$ cat config.mk
export PLATFORM = sky130hd
export DESIGN_NAME = spi_lcd_rx
export DESIGN_NICKNAME = d
export VERILOG_FILES = /design/src/rtl/spi_lcd_pkg.sv /design/src/rtl/spi_lcd_rx_fifo.sv /design/src/rtl/spi_lcd_rx.sv
export SDC_FILE = /design/constraint.sdc
export NUM_CORES = 1
export LEC_CHECK = 0
export ABC_AREA = 1
export BUFFER_PORTS_ARGS = -buffer_cell sky130_fd_sc_hd__buf_2
export CAP_MARGIN = 5
export CORE_MARGIN = 4
export CORE_UTILIZATION = 58
export CTS_CLUSTER_DIAMETER = 60
export DETAILED_ROUTE_END_ITERATION = 10
export GPL_TIMING_DRIVEN = 0
export PLACE_DENSITY = 0.78
export SYNTH_ARGS = -nofsm -noshare
export SYNTH_HDL_FRONTEND = slang
export SYNTH_SLANG_ARGS = --single-unit
$ cat constraint.sdc
create_clock -name clk -period 2.4 [get_ports clk]
set_input_delay 0.48 -clock clk [delete_from_list [all_inputs] [get_ports clk]]
set_output_delay 0.48 -clock clk [all_outputs]
set_load 0.02 [all_outputs]
$ cat src/rtl/spi_lcd_pkg.sv
// Shared types for the LCD SPI receive path: byte width, the decoded-byte
// record carried through the FIFO, and the receiver FSM states.
package spi_lcd_pkg;

    localparam int BYTE_W = 8;

    // One decoded byte plus the register-select level captured with it
    typedef struct packed {
        logic              is_data;
        logic [BYTE_W-1:0] data;
    } lcd_byte_t;

    typedef enum logic {
        IDLE,
        SHIFT
    } rx_state_t;

endpackage

$ cat src/rtl/spi_lcd_rx_fifo.sv
// Synchronous FIFO of decoded LCD bytes. Pointers carry one extra wrap bit
// so full and empty are distinguished without a separate counter. A push
// while full is accepted only when a pop frees the head in the same cycle.
module spi_lcd_rx_fifo
    import spi_lcd_pkg::*;
#(
    parameter int FIFO_DEPTH = 4
) (
    input  logic      clk,
    input  logic      rst,
    input  logic      push,
    input  lcd_byte_t din,
    input  logic      pop,
    output lcd_byte_t dout,
    output logic      empty,
    output logic      full
);

    localparam int AW = $clog2(FIFO_DEPTH);
    localparam int PW = AW + 1;

    lcd_byte_t       mem [FIFO_DEPTH];
    logic [PW-1:0]   wr_ptr;
    logic [PW-1:0]   rd_ptr;
    logic            do_push;
    logic            do_pop;

    // Status flags and accepted operations, all from registered pointers
    always_comb begin
        empty   = (wr_ptr == rd_ptr);
        full    = (wr_ptr[AW] != rd_ptr[AW]) && (wr_ptr[AW-1:0] == rd_ptr[AW-1:0]);
        do_pop  = pop && !empty;
        do_push = push && (!full || do_pop);
        dout    = mem[rd_ptr[AW-1:0]];
    end

    // Storage and pointer update; storage is cleared so the head reads zero after reset
    always_ff @(posedge clk) begin
        if (rst) begin
            wr_ptr <= '0;
            rd_ptr <= '0;
            for (int i = 0; i < FIFO_DEPTH; i++) begin
                mem[i] <= '0;
            end
        end else begin
            if (do_push) begin
                mem[wr_ptr[AW-1:0]] <= din;
                wr_ptr              <= wr_ptr + PW'(1);
            end
            if (do_pop) begin
                rd_ptr <= rd_ptr + PW'(1);
            end
        end
    end

endmodule

$ cat src/rtl/spi_lcd_rx.sv
// LCD SPI receiver: oversamples lcd_clk/lcd_cs/lcd_rs/lcd_data in the system
// clock domain, rebuilds MSB-first bytes on lcd_clk rising edges and queues
// them with their register-select bit for a valid/ready consumer.
//
// Output stream: a byte transfers on every clk edge where rx_valid and
// rx_ready are both high; rx_data/rx_is_data hold while rx_valid is high and
// rx_ready is low. rx_valid never depends on rx_ready.
module spi_lcd_rx
    import spi_lcd_pkg::*;
#(
    parameter int SYNC_STAGES = 2,
    parameter int FIFO_DEPTH  = 4,
    parameter int CNT_W       = 16
) (
    input  logic             clk,
    input  logic             rst,
    input  logic             lcd_resetn,
    input  logic             lcd_clk,
    input  logic             lcd_cs,
    input  logic             lcd_rs,
    input  logic             lcd_data,
    output logic [7:0]       rx_data,
    output logic             rx_is_data,
    output logic             rx_valid,
    input  logic             rx_ready,
    output logic             frame_err,
    output logic             overflow,
    output logic [CNT_W-1:0] byte_cnt
);

    logic [SYNC_STAGES-1:0] clk_sync, cs_sync, rs_sync, data_sync, rstn_sync;
    logic                   clk_s, cs_s, rs_s, data_s, rstn_s;
    logic                   clk_d, cs_d;
    logic                   clk_rise, cs_rise;

    rx_state_t              state, state_n;
    logic [2:0]             bitcnt, bitcnt_n;
    logic [BYTE_W-1:0]      shift_reg, shift_n;
    logic                   byte_done, fe_n;

    logic                   push_q;
    lcd_byte_t              push_byte;
    lcd_byte_t              head;
    logic                   fifo_empty, fifo_full;

    // Synchronizer chains plus one edge-detect register; reset loads idle line levels
    always_ff @(posedge clk) begin
        if (rst) begin
            clk_sync  <= '0;
            cs_sync   <= '1;
            rs_sync   <= '0;
            data_sync <= '0;
            rstn_sync <= '1;
            clk_d     <= 1'b0;
            cs_d      <= 1'b1;
        end else begin
            clk_sync  <= {clk_sync[SYNC_STAGES-2:0], lcd_clk};
            cs_sync   <= {cs_sync[SYNC_STAGES-2:0], lcd_cs};
            rs_sync   <= {rs_sync[SYNC_STAGES-2:0], lcd_rs};
            data_sync <= {data_sync[SYNC_STAGES-2:0], lcd_data};
            rstn_sync <= {rstn_sync[SYNC_STAGES-2:0], lcd_resetn};
            clk_d     <= clk_s;
            cs_d      <= cs_s;
        end
    end

    // Synced levels and edge strobes
    always_comb begin
        clk_s    = clk_sync[SYNC_STAGES-1];
        cs_s     = cs_sync[SYNC_STAGES-1];
        rs_s     = rs_sync[SYNC_STAGES-1];
        data_s   = data_sync[SYNC_STAGES-1];
        rstn_s   = rstn_sync[SYNC_STAGES-1];
        clk_rise = clk_s && !clk_d;
        cs_rise  = cs_s && !cs_d;
    end

    // FSM state, bit counter and shift register
    always_ff @(posedge clk) begin
        if (rst) begin
            state     <= IDLE;
            bitcnt    <= '0;
            shift_reg <= '0;
        end else begin
            state     <= state_n;
            bitcnt    <= bitcnt_n;
            shift_reg <= shift_n;
        end
    end

    // Next-state: shift on lcd_clk rises, emit on the 8th, flag partial bytes on CS release
    always_comb begin
        state_n   = state;
        bitcnt_n  = bitcnt;
        shift_n   = shift_reg;
        byte_done = 1'b0;
        fe_n      = 1'b0;
        case (state)
            IDLE: begin
                if (rstn_s && !cs_s) begin
                    state_n  = SHIFT;
                    bitcnt_n = '0;
                end
            end
            SHIFT: begin
                if (!rstn_s) begin
                    // Panel reset silently abandons any partial byte
                    state_n  = IDLE;
                    bitcnt_n = '0;
                end else begin
                    if (clk_rise) begin
                        shift_n  = {shift_reg[BYTE_W-2:0], data_s};
                        bitcnt_n = bitcnt + 3'd1;
                        if (bitcnt == 3'd7) begin
                            byte_done = 1'b1;
                            bitcnt_n  = '0;
                        end
                    end
                    if (cs_rise) begin
                        state_n  = IDLE;
                        bitcnt_n = '0;
                        fe_n     = (bitcnt != 3'd0) && !byte_done;
                    end
                end
            end
            default: begin
                state_n  = IDLE;
                bitcnt_n = '0;
            end
        endcase
    end

    // Register the push request and frame error so every output comes from a flop
    always_ff @(posedge clk) begin
        if (rst) begin
            push_q    <= 1'b0;
            push_byte <= '0;
            frame_err <= 1'b0;
        end else begin
            push_q            <= byte_done;
            push_byte.is_data <= rs_s;
            push_byte.data    <= shift_n;
            frame_err         <= fe_n;
        end
    end

    // Byte counter counts every push request; overflow latches on a dropped byte
    always_ff @(posedge clk) begin
        if (rst) begin
            byte_cnt <= '0;
            overflow <= 1'b0;
        end else if (push_q) begin
            byte_cnt <= byte_cnt + CNT_W'(1);
            if (fifo_full && !rx_ready) begin
                overflow <= 1'b1;
            end
        end
    end

    spi_lcd_rx_fifo #(
        .FIFO_DEPTH (FIFO_DEPTH)
    ) u_fifo (
        .clk   (clk),
        .rst   (rst),
        .push  (push_q),
        .din   (push_byte),
        .pop   (rx_ready),
        .dout  (head),
        .empty (fifo_empty),
        .full  (fifo_full)
    );

    // Stream outputs from the FIFO head
    always_comb begin
        rx_data    = head.data;
        rx_is_data = head.is_data;
        rx_valid   = !fifo_empty;
    end

endmodule

==> flow_metrics.env, run 1 <==
export IMPL_final_net_count=476
export IMPL_p_sw_share_pct=24.8
export IMPL_io_pins=36
export IMPL_synth_edff_count=36
export IMPL_portBuffers=35
export IMPL_grt_pass1_wl_mm=13.2
export IMPL_hold_violations=0
export IMPL_drc=0
export IMPL_synthFlopType="dfxtp_1"
export IMPL_fp_dieH_um=87.8
export IMPL_rows=28
export IMPL_overflow=0
export IMPL_skew_ns=0.00595
export IMPL_hp_class="input pin to flip-flop"
export IMPL_via_per_inst=5.55
export IMPL_ys_seq_area_share_pct=57.5
export IMPL_internal_power_w=0.00226
export IMPL_syn_avg_cell_area_um2=8.92
export IMPL_syn_nets=428
export IMPL_firstDrtPassIters=5
export IMPL_dpl_cell_area_um2=3960
export IMPL_vias=3008
export IMPL_clkLatencyLatePin_ns=0.37
export IMPL_start_util_pct=60.9
export IMPL_netlist_area_um2=3690
export IMPL_crit_family="buffers and inverters"
export IMPL_power_density_nw_per_um2=715
export IMPL_ctsHoldBuffers=0
export IMPL_worstSetupEndpointType="output port"
export IMPL_cp_required_ns=1.92
export IMPL_seq_area_um2=2120
export IMPL_hold_worst_slack_ns=0.290
export IMPL_worst_pin_slew_ns=0.745
export IMPL_cts_htree_levels=3
export IMPL_arrival_ns=1.75
export IMPL_clkSinkCount=88
export IMPL_ys_ff_latch=88
export IMPL_drt_iter0_drc=249
export IMPL_status="finished clean"
export IMPL_hpwl_mm=5.63
export IMPL_path_clk_slew_ns=0.09
export IMPL_n_antenna_cell=0
export IMPL_synth_common_cells="nor2_1, dfxtp_1, nand2_1"
export IMPL_antenna_found_initial=0
export IMPL_numPlacedInstances=524
export IMPL_synthTopCellsByArea="edfxtp_1, dfxtp_1, nor2_1"
export IMPL_cpMaxStageDelayCell="dfxtp_1"
export IMPL_p_comb_share_pct=8.5
export IMPL_drive_above_1_share_pct=16.7
export IMPL_synth_top_area_share_pct=29.3
export IMPL_synth_cells=414
export IMPL_synth_most_common_cell="nor2_1"
export IMPL_peakVddDrop_uv=529
export IMPL_synth_warnings=0
export IMPL_maxCapViolCount=0
export IMPL_power_share_clock_pct=37.7
export IMPL_grt_pass1_vias=2874
export IMPL_die_w_um=87.8
export IMPL_fin_area_um2=4200
export IMPL_crit_top_cell="buf_2"
export IMPL_crit_fanout=10
export IMPL_synth_distinct_cells=31
export IMPL_max_freq_mhz=449
export IMPL_die_area_um2=7710
export IMPL_finalNonFillerCells=542
export IMPL_total_power_w=0.00300
export IMPL_p_leak_nw=1.70
export IMPL_crit_chain="buf_2, inv_1, buf_2, o21ai_0, o22ai_1, buf_2"
export IMPL_preCtsSetupSlack_ns=-0.0492
export IMPL_cts_tree="done"
export IMPL_cts_setup_buffers=0
export IMPL_fin_ws_ns=0.174
export IMPL_core_area_um2=6060
export IMPL_clockRootBuffer="clkbuf_8"
export IMPL_slew_headroom_pct=50.0
export IMPL_crit_path_max_incr_delay_ns=0.30
export IMPL_worstSetupPathType="flip-flop to output port"
export IMPL_final_setup_viol_count=0
export IMPL_switchingPower_w=0.000745
export IMPL_fin_crit_ns=2.23
export IMPL_place_congestion=0.817
export IMPL_areaGrowthSynthToFinish_pct=13.7
export IMPL_slew_violations=0
export IMPL_critPathLaunchType="flip-flop"
export IMPL_rsz0062_at_grt="false"
export IMPL_fill_cells=480
export IMPL_ant_nets=0
export IMPL_grt_max_degree=16
export IMPL_routed_wl_mm=7.94
export IMPL_numCtsBuffers=9
export IMPL_wire_per_inst_um=14.7
export IMPL_cp_buffers_inverters=4
export IMPL_seq_power_share_pct=53.7
export IMPL_ys_async_sr_fraction_pct=0
export IMPL_min_period_over_period_pct=92.8
export IMPL_clk_path_buf_depth=2
export IMPL_cts_resized=0
export IMPL_grt_use_total_pct=22.5
export IMPL_multiInputGateArea_um2=1300
export IMPL_yosysTopAreaCell="edfxtp_1"
## through the flow
step	utilization, %	TNS [ns]
2_1_floorplan	-	0
3_3_place_gp	65.4	0
3_5_place_dp	65.4	-0.439
4_1_cts	69.0	0
5_1_grt	69.2	0
6_report	69.2	0
## flip-flops by register name, summed over array words and instances (netlist names), 2 cells and up, named ones only
name	cells
u_fifo.mem	36
cs_sync	2
clk_sync	2
byte_cnt	16
rs_sync	2
push_byte	9
u_fifo.wr_ptr	3
bitcnt	3
rstn_sync	2
u_fifo.rd_ptr	3
data_sync	2
## layout by cell type, fill, tap and decap left out, types with 3 or more instances in the layout
cell type   synthesis  layout
clkinvlp_4          0       3
o21ai_0            41      41
clkbuf_1            7       7
inv_1              49      49
nor2_1             56      55
or2_2               4       4
xor2_1              4       4
dfxtp_1            52      52
o22ai_1            10      10
a21oi_1            24      24
clkbuf_8            0       9
nand2_1            50      50
nand3_1            11      11
buf_2               7      43
ha_1                6       6
nor2_2              2       3
edfxtp_1           36      36
nor3_1             35      35
## path summary, 6_finish.rpt
check / slack [ns] / cells past startpoint / startpoint / endpoint
worst max-delay path: 0.17 / 6 / flip-flop / rx_data[7]
worst min-delay path: 0.29 / 2 / lcd_cs / cs_sync[0]$_SDFF_PP1_
worst max register to register: 0.37 / 9 / u_fifo.wr_ptr[0]$_SDFFE_PP0P_ / u_fifo.mem[3][7]$_DFFE_PP_
worst min register to register: 0.41 / 2 / rs_sync[0]$_SDFF_PP0_ / rs_sync[1]$_SDFF_PP0_
## routing by layer
| layer | up-vias | wire length, µm | share of wire, % | track usage (%) |
|---|---|---|---|---|
| met2 | 108 | 4050 | 51 | 39.5 |
| met1 | 1404 | 3270 | 41 | 26.9 |
| li1 | 1479 | - | - | - |
| met3 | 17 | 464 | 5.8 | 5.08 |
| met4 | 0 | 159 | 2.0 | 8.65 |
| met5 | - | 0 | 0 | 0 |
## power groups by stage
stage / logic [W] / clock network (W) / registers, W
final: 0.000256 / 0.00113 / 0.00161
after global routing: 0.000285 / 0.00121 / 0.00162
after detailed placement: 0.000254 / 0 / 0.00165
after global placement: 0.000243 / 0 / 0.00164
after floorplan: 0.000175 / 0 / 0.00164
after CTS: 0.000256 / 0.00114 / 0.00161
## logic make-up after synthesis
| family | Yosys count | synth area share, % |
|---|---|---|
| and+or+nand+nor | 170 | 21.0 |
| DFF | 88 | 57.5 |
| AOI/OAI and AO/OA | 79 | 11.2 |
| buffers and inverters | 67 | 7.35 |
| adders and majority gates | 6 | 2.03 |
| xor gates and xnor gates | 4 | 0.949 |
## cell type report
type,instances,share of cell area (%)
Sequential cell,88,50.6
Multi-Input combinational cell,259,31.0
Inverter,51,4.56
Timing Repair Buffer,37,4.47
Clock buffer,9,2.95
Clock inverter,7,2.30
Tap cell,75,2.24
Buffer,16,1.91
(Power assumes the default switching activity.)
==> run 2, diff against run 1 <==
--- a/config.mk
+++ b/config.mk
@@ -5,7 +5,6 @@
 export SDC_FILE = /design/constraint.sdc
 export NUM_CORES = 1
 export LEC_CHECK = 0
-export ABC_AREA = 1
 export BUFFER_PORTS_ARGS = -buffer_cell sky130_fd_sc_hd__buf_2
 export CAP_MARGIN = 5
 export CORE_MARGIN = 4
@@ -17,3 +16,4 @@
 export SYNTH_ARGS = -nofsm -noshare
 export SYNTH_HDL_FRONTEND = slang
 export SYNTH_SLANG_ARGS = --single-unit
+export TNS_END_PERCENT = 5
==> run 2 against run 1 <==
Compared with the run above:
- area after synthesis decreased by 0.47%
- clock skew rose by 0.0017 ns
- setup slack worse by 0.16 ns
- fmax fell by 6.7%
- die area down 0.43%
- worst hold slack improved by 0.031 ns
- cell count shrank 19%
- power fell by 4.8%
- via count decreased by 22%
- cell area shrank 0.21%
- routed wire length shrank 21%
- critical endpoint is now u_fifo.mem[1][2]$_SDFFCE_PN0P_
==> flow_metrics.env, run 2 <==
export IMPL_status="finished clean"
export IMPL_ctsHoldBuffers=0
export IMPL_synthFlopType="dfxtp_1"
export IMPL_total_power_w=0.00286
export IMPL_cts_tree="done"
export IMPL_largest_reg_flops=36
export IMPL_via_per_inst=5.33
export IMPL_grt_max_degree=15
export IMPL_vias=2335
export IMPL_rsz0062_at_grt="true"
export IMPL_synth_common_cells="dfxtp_1, and2_1, edfxtp_1"
export IMPL_synth_compound_area_share_pct=4.49
export IMPL_areaGrowthSynthToFinish_pct=14.0
export IMPL_synth_cells=313
export IMPL_drive_above_1_share_pct=23.4
export IMPL_final_cell_mix="dfxtp_1, and2_1, edfxtp_1"
export IMPL_slew_violations=0
export IMPL_synth_most_common_cell="dfxtp_1"
export IMPL_synth_fa_ha_area_share_pct=2.04
export IMPL_n_antenna_cell=0
export IMPL_p_leak_nw=1.66
export IMPL_worstSetupEndpointType="flip-flop"
export IMPL_seq_area_um2=2120
export IMPL_hold_violations=0
export IMPL_grt_pass1_vias=2323
export IMPL_place_congestion=0.751
export IMPL_min_period_over_period_pct=99.5
export IMPL_critPathLaunchType="flip-flop"
export IMPL_fin_crit_ns=2.39
export IMPL_post_synth_and_or_nand_nor_area_fraction_pct=21.7
export IMPL_firstDrtPassIters=4
export IMPL_synth_mux_area_share_pct=7.46
export IMPL_slew_headroom_pct=48.0
export IMPL_ys_seq_area_share_pct=57.7
export IMPL_cp_buffers_inverters=0
export IMPL_worst_pin_slew_ns=0.770
export IMPL_synth_warnings=0
export IMPL_antenna_found_initial=0
export IMPL_crit_family="simple AND/OR/NAND/NOR gates"
export IMPL_preCtsSetupSlack_ns=-0.0153
export IMPL_clkLatencyLatePin_ns=0.34
export IMPL_start_util_pct=61.0
export IMPL_crit_fanout=10
export IMPL_ys_async_sr_fraction_pct=0
export IMPL_fin_ws_ns=0.0127
export IMPL_crit_path_max_incr_delay_ns=0.55
export IMPL_wire_per_inst_um=14.3
export IMPL_final_net_count=372
export IMPL_drt_iter0_drc=140
export IMPL_skew_ns=0.00768
export IMPL_cp_required_ns=2.42
export IMPL_multiInputGateArea_um2=1470
export IMPL_overflow=0
export IMPL_core_area_um2=6030
export IMPL_rows=28
export IMPL_final_setup_viol_count=0
export IMPL_fp_dieH_um=87.6
export IMPL_numCtsBuffers=9
export IMPL_syn_nets=327
export IMPL_hpwl_mm=4.25
export IMPL_yosysTopAreaCell="edfxtp_1"
export IMPL_clockRootBuffer="clkbuf_8"
export IMPL_hp_class="input pin to flip-flop"
export IMPL_hold_worst_slack_ns=0.322
export IMPL_synthXorXnorAreaFrac_pct=4.05
export IMPL_fill_cells=466
export IMPL_max_freq_mhz=419
export IMPL_cts_htree_levels=3
export IMPL_synth_top_area_share_pct=29.4
export IMPL_io_pins=36
export IMPL_routed_wl_mm=6.26
export IMPL_netlist_area_um2=3670
export IMPL_path_clk_slew_ns=0.09
export IMPL_worstSetupPathType="flip-flop to flip-flop"
export IMPL_power_density_nw_per_um2=682
export IMPL_syn_avg_cell_area_um2=11.7
export IMPL_peakVddDrop_uv=526
export IMPL_synth_distinct_cells=44
export IMPL_grt_use_total_pct=18.3
export IMPL_portBuffers=35
export IMPL_die_w_um=87.6
export IMPL_crit_chain="xor2_1, o41ai_2, nor3b_2, or2_2"
export IMPL_grt_pass1_wl_mm=10.7
export IMPL_synth_edff_count=36
export IMPL_ant_nets=0
export IMPL_synthTopCellsByArea="edfxtp_1, dfxtp_1, and2_1"
export IMPL_drc=0
export IMPL_clkSinkCount=88
export IMPL_maxCapViolCount=0
export IMPL_clk_path_buf_depth=2
export IMPL_regMostFlops="u_fifo.mem"
export IMPL_arrival_ns=2.41
export IMPL_final_common_cell="dfxtp_1"
export IMPL_synth_top_family_by_area="simple AND/OR/NAND/NOR gates"
export IMPL_ys_ff_latch=88
export IMPL_die_area_um2=7670
export IMPL_top_regs="u_fifo.mem x36, byte_cnt x16, push_byte x9"
export IMPL_cpMaxStageDelayCell="dfxtp_1"
run 2: changes by cell type in the layout (fill, tap and decap cells not counted), moves of 12 or more:
cell	change
and2_1	+37
inv_1	-41
nand2_1	-23
nor2_1	-32
nor2b_1	+12
nor3_1	-33
o21ai_0	-36
run 2: cells by family after synthesis:
kind of cell | after synthesis
muxes | 16
buffers and inverters | 18
adders and majority gates | 6
DFF | 88
AOI/OAI and AO/OA | 27
and+or+nand+nor | 141
xor gates and xnor gates | 17
run 2: power by group:
group / switching (W) / leakage [nW] / internal, W / total, W
logic: 0.0000488 / 0.768 / 0.0000336 / 0.0000824
clock network: 0.000493 / 0.119 / 0.000683 / 0.00118
registers: 0.0000108 / 0.778 / 0.00159 / 0.00160
total: 0.000552 / 1.66 / 0.00230 / 0.00286
run 2: per-layer routing:
metal / track usage (%) / wire length (µm) / up-vias
li1: - / - / 1173
met1: 23.5 / 2720 / 1110
met2: 30.6 / 3260 / 42
met3: 3.10 / 198 / 10
met4: 7.67 / 87 / 0
met5: 0 / 0 / -
run 2: per-stage QoR:
| stage | utilization, % | instance area, µm² | std cells | TNS [ns] |
|---|---|---|---|---|
| floorplan | - | 3670 | 313 | 0 |
| global placement | 65.4 | 3940 | 423 | -0.236 |
| detailed placement | 65.4 | 3940 | 423 | -0.135 |
| CTS | 69.4 | 4180 | 438 | 0 |
| global route | 69.5 | 4190 | 438 | -1.74 |
| finish | 69.5 | 4190 | 438 | 0 |
run 2: cell type report:
cell class / count / area share [%]
Buffer: 9 / 1.40
Clock buffer: 9 / 2.96
Clock inverter: 7 / 2.63
Inverter: 8 / 0.717
Multi-Input combinational cell: 207 / 35.2
Sequential cell: 88 / 50.7
Tap cell: 75 / 2.24
Timing Repair Buffer: 35 / 4.18
run 2: repair_timing:
item	in CTS	in global routing
endpoints found under the setup margin	18	45
gates resized for setup	1	3
setup buffers	0	0
run 2: worst paths after layout:
kind / from / endpoint / slack [ns] / depth (start not counted)
min reg2reg: rstn_sync[0]$_SDFF_PP1_ / rstn_sync[1]$_SDFF_PP1_ / 0.42 / 1
max: u_fifo.wr_ptr[0]$_SDFFE_PP0P_ / u_fifo.mem[1][2]$_SDFFCE_PN0P_ / 0.01 / 4
min: lcd_cs / cs_sync[0]$_SDFF_PP1_ / 0.32 / 2
max reg2reg: u_fifo.wr_ptr[0]$_SDFFE_PP0P_ / u_fifo.mem[1][2]$_SDFFCE_PN0P_ / 0.01 / 4
==> run 3, diff against run 2 <==
--- a/config.mk
+++ b/config.mk
@@ -5,14 +5,13 @@
 export SDC_FILE = /design/constraint.sdc
 export NUM_CORES = 1
 export LEC_CHECK = 0
-export BUFFER_PORTS_ARGS = -buffer_cell sky130_fd_sc_hd__buf_2
+export BUFFER_PORTS_ARGS = -buffer_cell sky130_fd_sc_hd__buf_4
 export CAP_MARGIN = 5
 export CORE_MARGIN = 4
-export CORE_UTILIZATION = 58
+export CORE_UTILIZATION = 43
 export CTS_CLUSTER_DIAMETER = 60
 export DETAILED_ROUTE_END_ITERATION = 10
 export GPL_TIMING_DRIVEN = 0
-export PLACE_DENSITY = 0.78
 export SYNTH_ARGS = -nofsm -noshare
 export SYNTH_HDL_FRONTEND = slang
 export SYNTH_SLANG_ARGS = --single-unit
==> constraint.sdc (replaced) <==
create_clock -name clk -period 2.7 [get_ports clk]
set_input_delay 0.54 -clock clk [delete_from_list [all_inputs] [get_ports clk]]
set_output_delay 0.54 -clock clk [all_outputs]
set_load 0.02 [all_outputs]
==> run 3 against run 2 <==
Compared with the run above:
- routed wire length is 7.8% higher
- critical endpoint is now rx_data[0]
- global-route usage is 4.0 points lower
- sequential power is 11% lower
- register-to-register slack better by 0.29 ns
- critical path depth is 2 lower
- clock power is 13% lower
- worst hold slack better by 0.043 ns
- highest routed layer unchanged
- setup slack better by 0.29 ns
- utilization is 17 points lower
- count of clock-buffer cells in the layout is 2 higher
- flip-flop and latch count stayed put
==> flow_metrics.env, run 3 (synthesis gave the netlist of run 2 again) <==
export IMPL_min_period_over_period_pct=88.9
export IMPL_areaGrowthSynthToFinish_pct=17.1
export IMPL_final_setup_viol_count=0
export IMPL_worst_pin_slew_ns=0.946
export IMPL_antenna_found_initial=0
export IMPL_overflow=0
export IMPL_final_common_cell="dfxtp_1"
export IMPL_internal_power_w=0.00200
export IMPL_switchingPower_w=0.000537
export IMPL_skew_ns=0.0134
export IMPL_status="finished clean"
export IMPL_slew_violations=0
export IMPL_grt_pass1_wl_mm=11.2
export IMPL_hold_violations=0
export IMPL_critPathLaunchType="flip-flop"
export IMPL_peakVddDrop_uv=317
export IMPL_seq_power_share_pct=56.1
export IMPL_clkLatencyLatePin_ns=0.35
export IMPL_grt_use_total_pct=14.2
export IMPL_final_cell_mix="dfxtp_1, and2_1, edfxtp_1"
export IMPL_drive_above_1_share_pct=22.6
export IMPL_cts_resized=0
export IMPL_drt_iter0_drc=44
export IMPL_clockRootBuffer="clkbuf_8"
export IMPL_place_congestion=0.765
export IMPL_top_regs="u_fifo.mem x36, byte_cnt x16, push_byte x9"
export IMPL_clk_path_buf_depth=2
export IMPL_clkSinkCount=88
export IMPL_p_comb_share_pct=3.1
export IMPL_start_util_pct=44.5
export IMPL_p_leak_nw=1.67
export IMPL_power_density_nw_per_um2=589
export IMPL_n_antenna_cell=0
export IMPL_crit_path_max_incr_delay_ns=0.74
export IMPL_final_net_count=372
export IMPL_worstSetupEndpointType="output port"
export IMPL_rsz0062_at_grt="false"
export IMPL_post_route_util_pct=52.1
export IMPL_firstDrtPassIters=4
export IMPL_via_per_inst=4.86
export IMPL_hp_class="input pin to flip-flop"
export IMPL_cts_tree="done"
export IMPL_arrival_ns=1.86
export IMPL_worstSetupPathType="flip-flop to output port"
export IMPL_crit_chain="mux4_2, buf_4"
export IMPL_largest_reg_flops=36
export IMPL_regMostFlops="u_fifo.mem"
export IMPL_path_clk_slew_ns=0.10
export IMPL_max_freq_mhz=417
export IMPL_wire_per_inst_um=14.4
export IMPL_ctsHoldBuffers=0
export IMPL_ant_nets=0
export IMPL_maxCapViolCount=0
export IMPL_cts_setup_buffers=0
export IMPL_slew_headroom_pct=36.8
export IMPL_rows=33
export IMPL_core_area_um2=8260
export IMPL_crit_fanout=9
export IMPL_power_share_clock_pct=40.8
export IMPL_die_area_um2=10100
export IMPL_portBuffers=35
export IMPL_io_pins=36
export IMPL_cp_buffers_inverters=1
export IMPL_drc=0
export IMPL_grt_pass1_vias=2292
export IMPL_fin_crit_ns=2.40
export IMPL_fp_dieH_um=100
export IMPL_numCtsBuffers=9
export IMPL_routed_wl_mm=6.75
export IMPL_hpwl_mm=4.65
export IMPL_cp_required_ns=2.16
export IMPL_crit_family="flip-flops"
export IMPL_cts_htree_levels=3
export IMPL_cpMaxStageDelayCell="dfxtp_1"
export IMPL_grt_max_degree=17
export IMPL_vias=2273
export IMPL_fin_setup_tns_ns=0
export IMPL_die_w_um=100
export IMPL_p_sw_share_pct=21.2
[run 3: path summary, 6_finish.rpt]
check / end / cells past startpoint / startpoint / slack (ns)
hold / removal: cs_sync[0]$_SDFF_PP1_ / 2 / lcd_cs / 0.36
setup / recovery: rx_data[0] / 2 / flip-flop / 0.30
hold reg to reg: rstn_sync[1]$_SDFF_PP1_ / 1 / rstn_sync[0]$_SDFF_PP1_ / 0.42
setup reg to reg: u_fifo.mem[2][0]$_SDFFCE_PN0P_ / 4 / u_fifo.wr_ptr[0]$_SDFFE_PP0P_ / 0.30
[run 3: per-stage QoR]
stage          total power [W]  instances  cell area [µm²]  setup slack (ns)  hold slack, ns
3_3_place_gp           0.00153        453             4070             0.252           0.394
6_report               0.00253        468             4300             0.300           0.365
2_1_floorplan          0.00150        313             3670             0.758           0.389
3_5_place_dp           0.00153        453             4070             0.256           0.397
5_1_grt                0.00263        468             4300            0.0353           0.339
4_1_cts                0.00257        469             4310            0.0206           0.348
[run 3: layer usage]
metal  part of all wire, %  vias to the layer above  track usage, %  wire, µm
li1                      -                     1175               -         -
met1                    45                     1051            17.7      3040
met2                    50                       43            23.9      3380
met3                   4.2                        4            3.61       282
met4                  0.73                        0            5.28        49
met5                     0                        -               0         0
[run 3: worst reg2reg max path, stage by stage, from the launching register on]
cell and delay, ns:
dfxtp_1 0.50, xor2_1 0.41, o41ai_2 0.18, nor3b_2 0.52, or2_1 0.46
[run 3: area by class of cell]
cell class              count  area [µm²]
inverters                   8        30.0
clock buffers              11         174
repair buffers             35         263
fillers                   763        3960
plain buffers               9        58.8
flip-flops and latches     88        2120
multi-input cells         207        1460
well taps                 105         131
clock inverters             5        62.6
[run 3: power groups by stage]
stage,Clock [W],Sequential (W),Combinational (W)
detailed placement,0,0.00145,0.0000810
global route,0.00112,0.00142,0.0000869
finish,0.00103,0.00142,0.0000788
global placement,0,0.00145,0.0000798
CTS,0.00107,0.00142,0.0000811
floorplan,0,0.00145,0.0000500
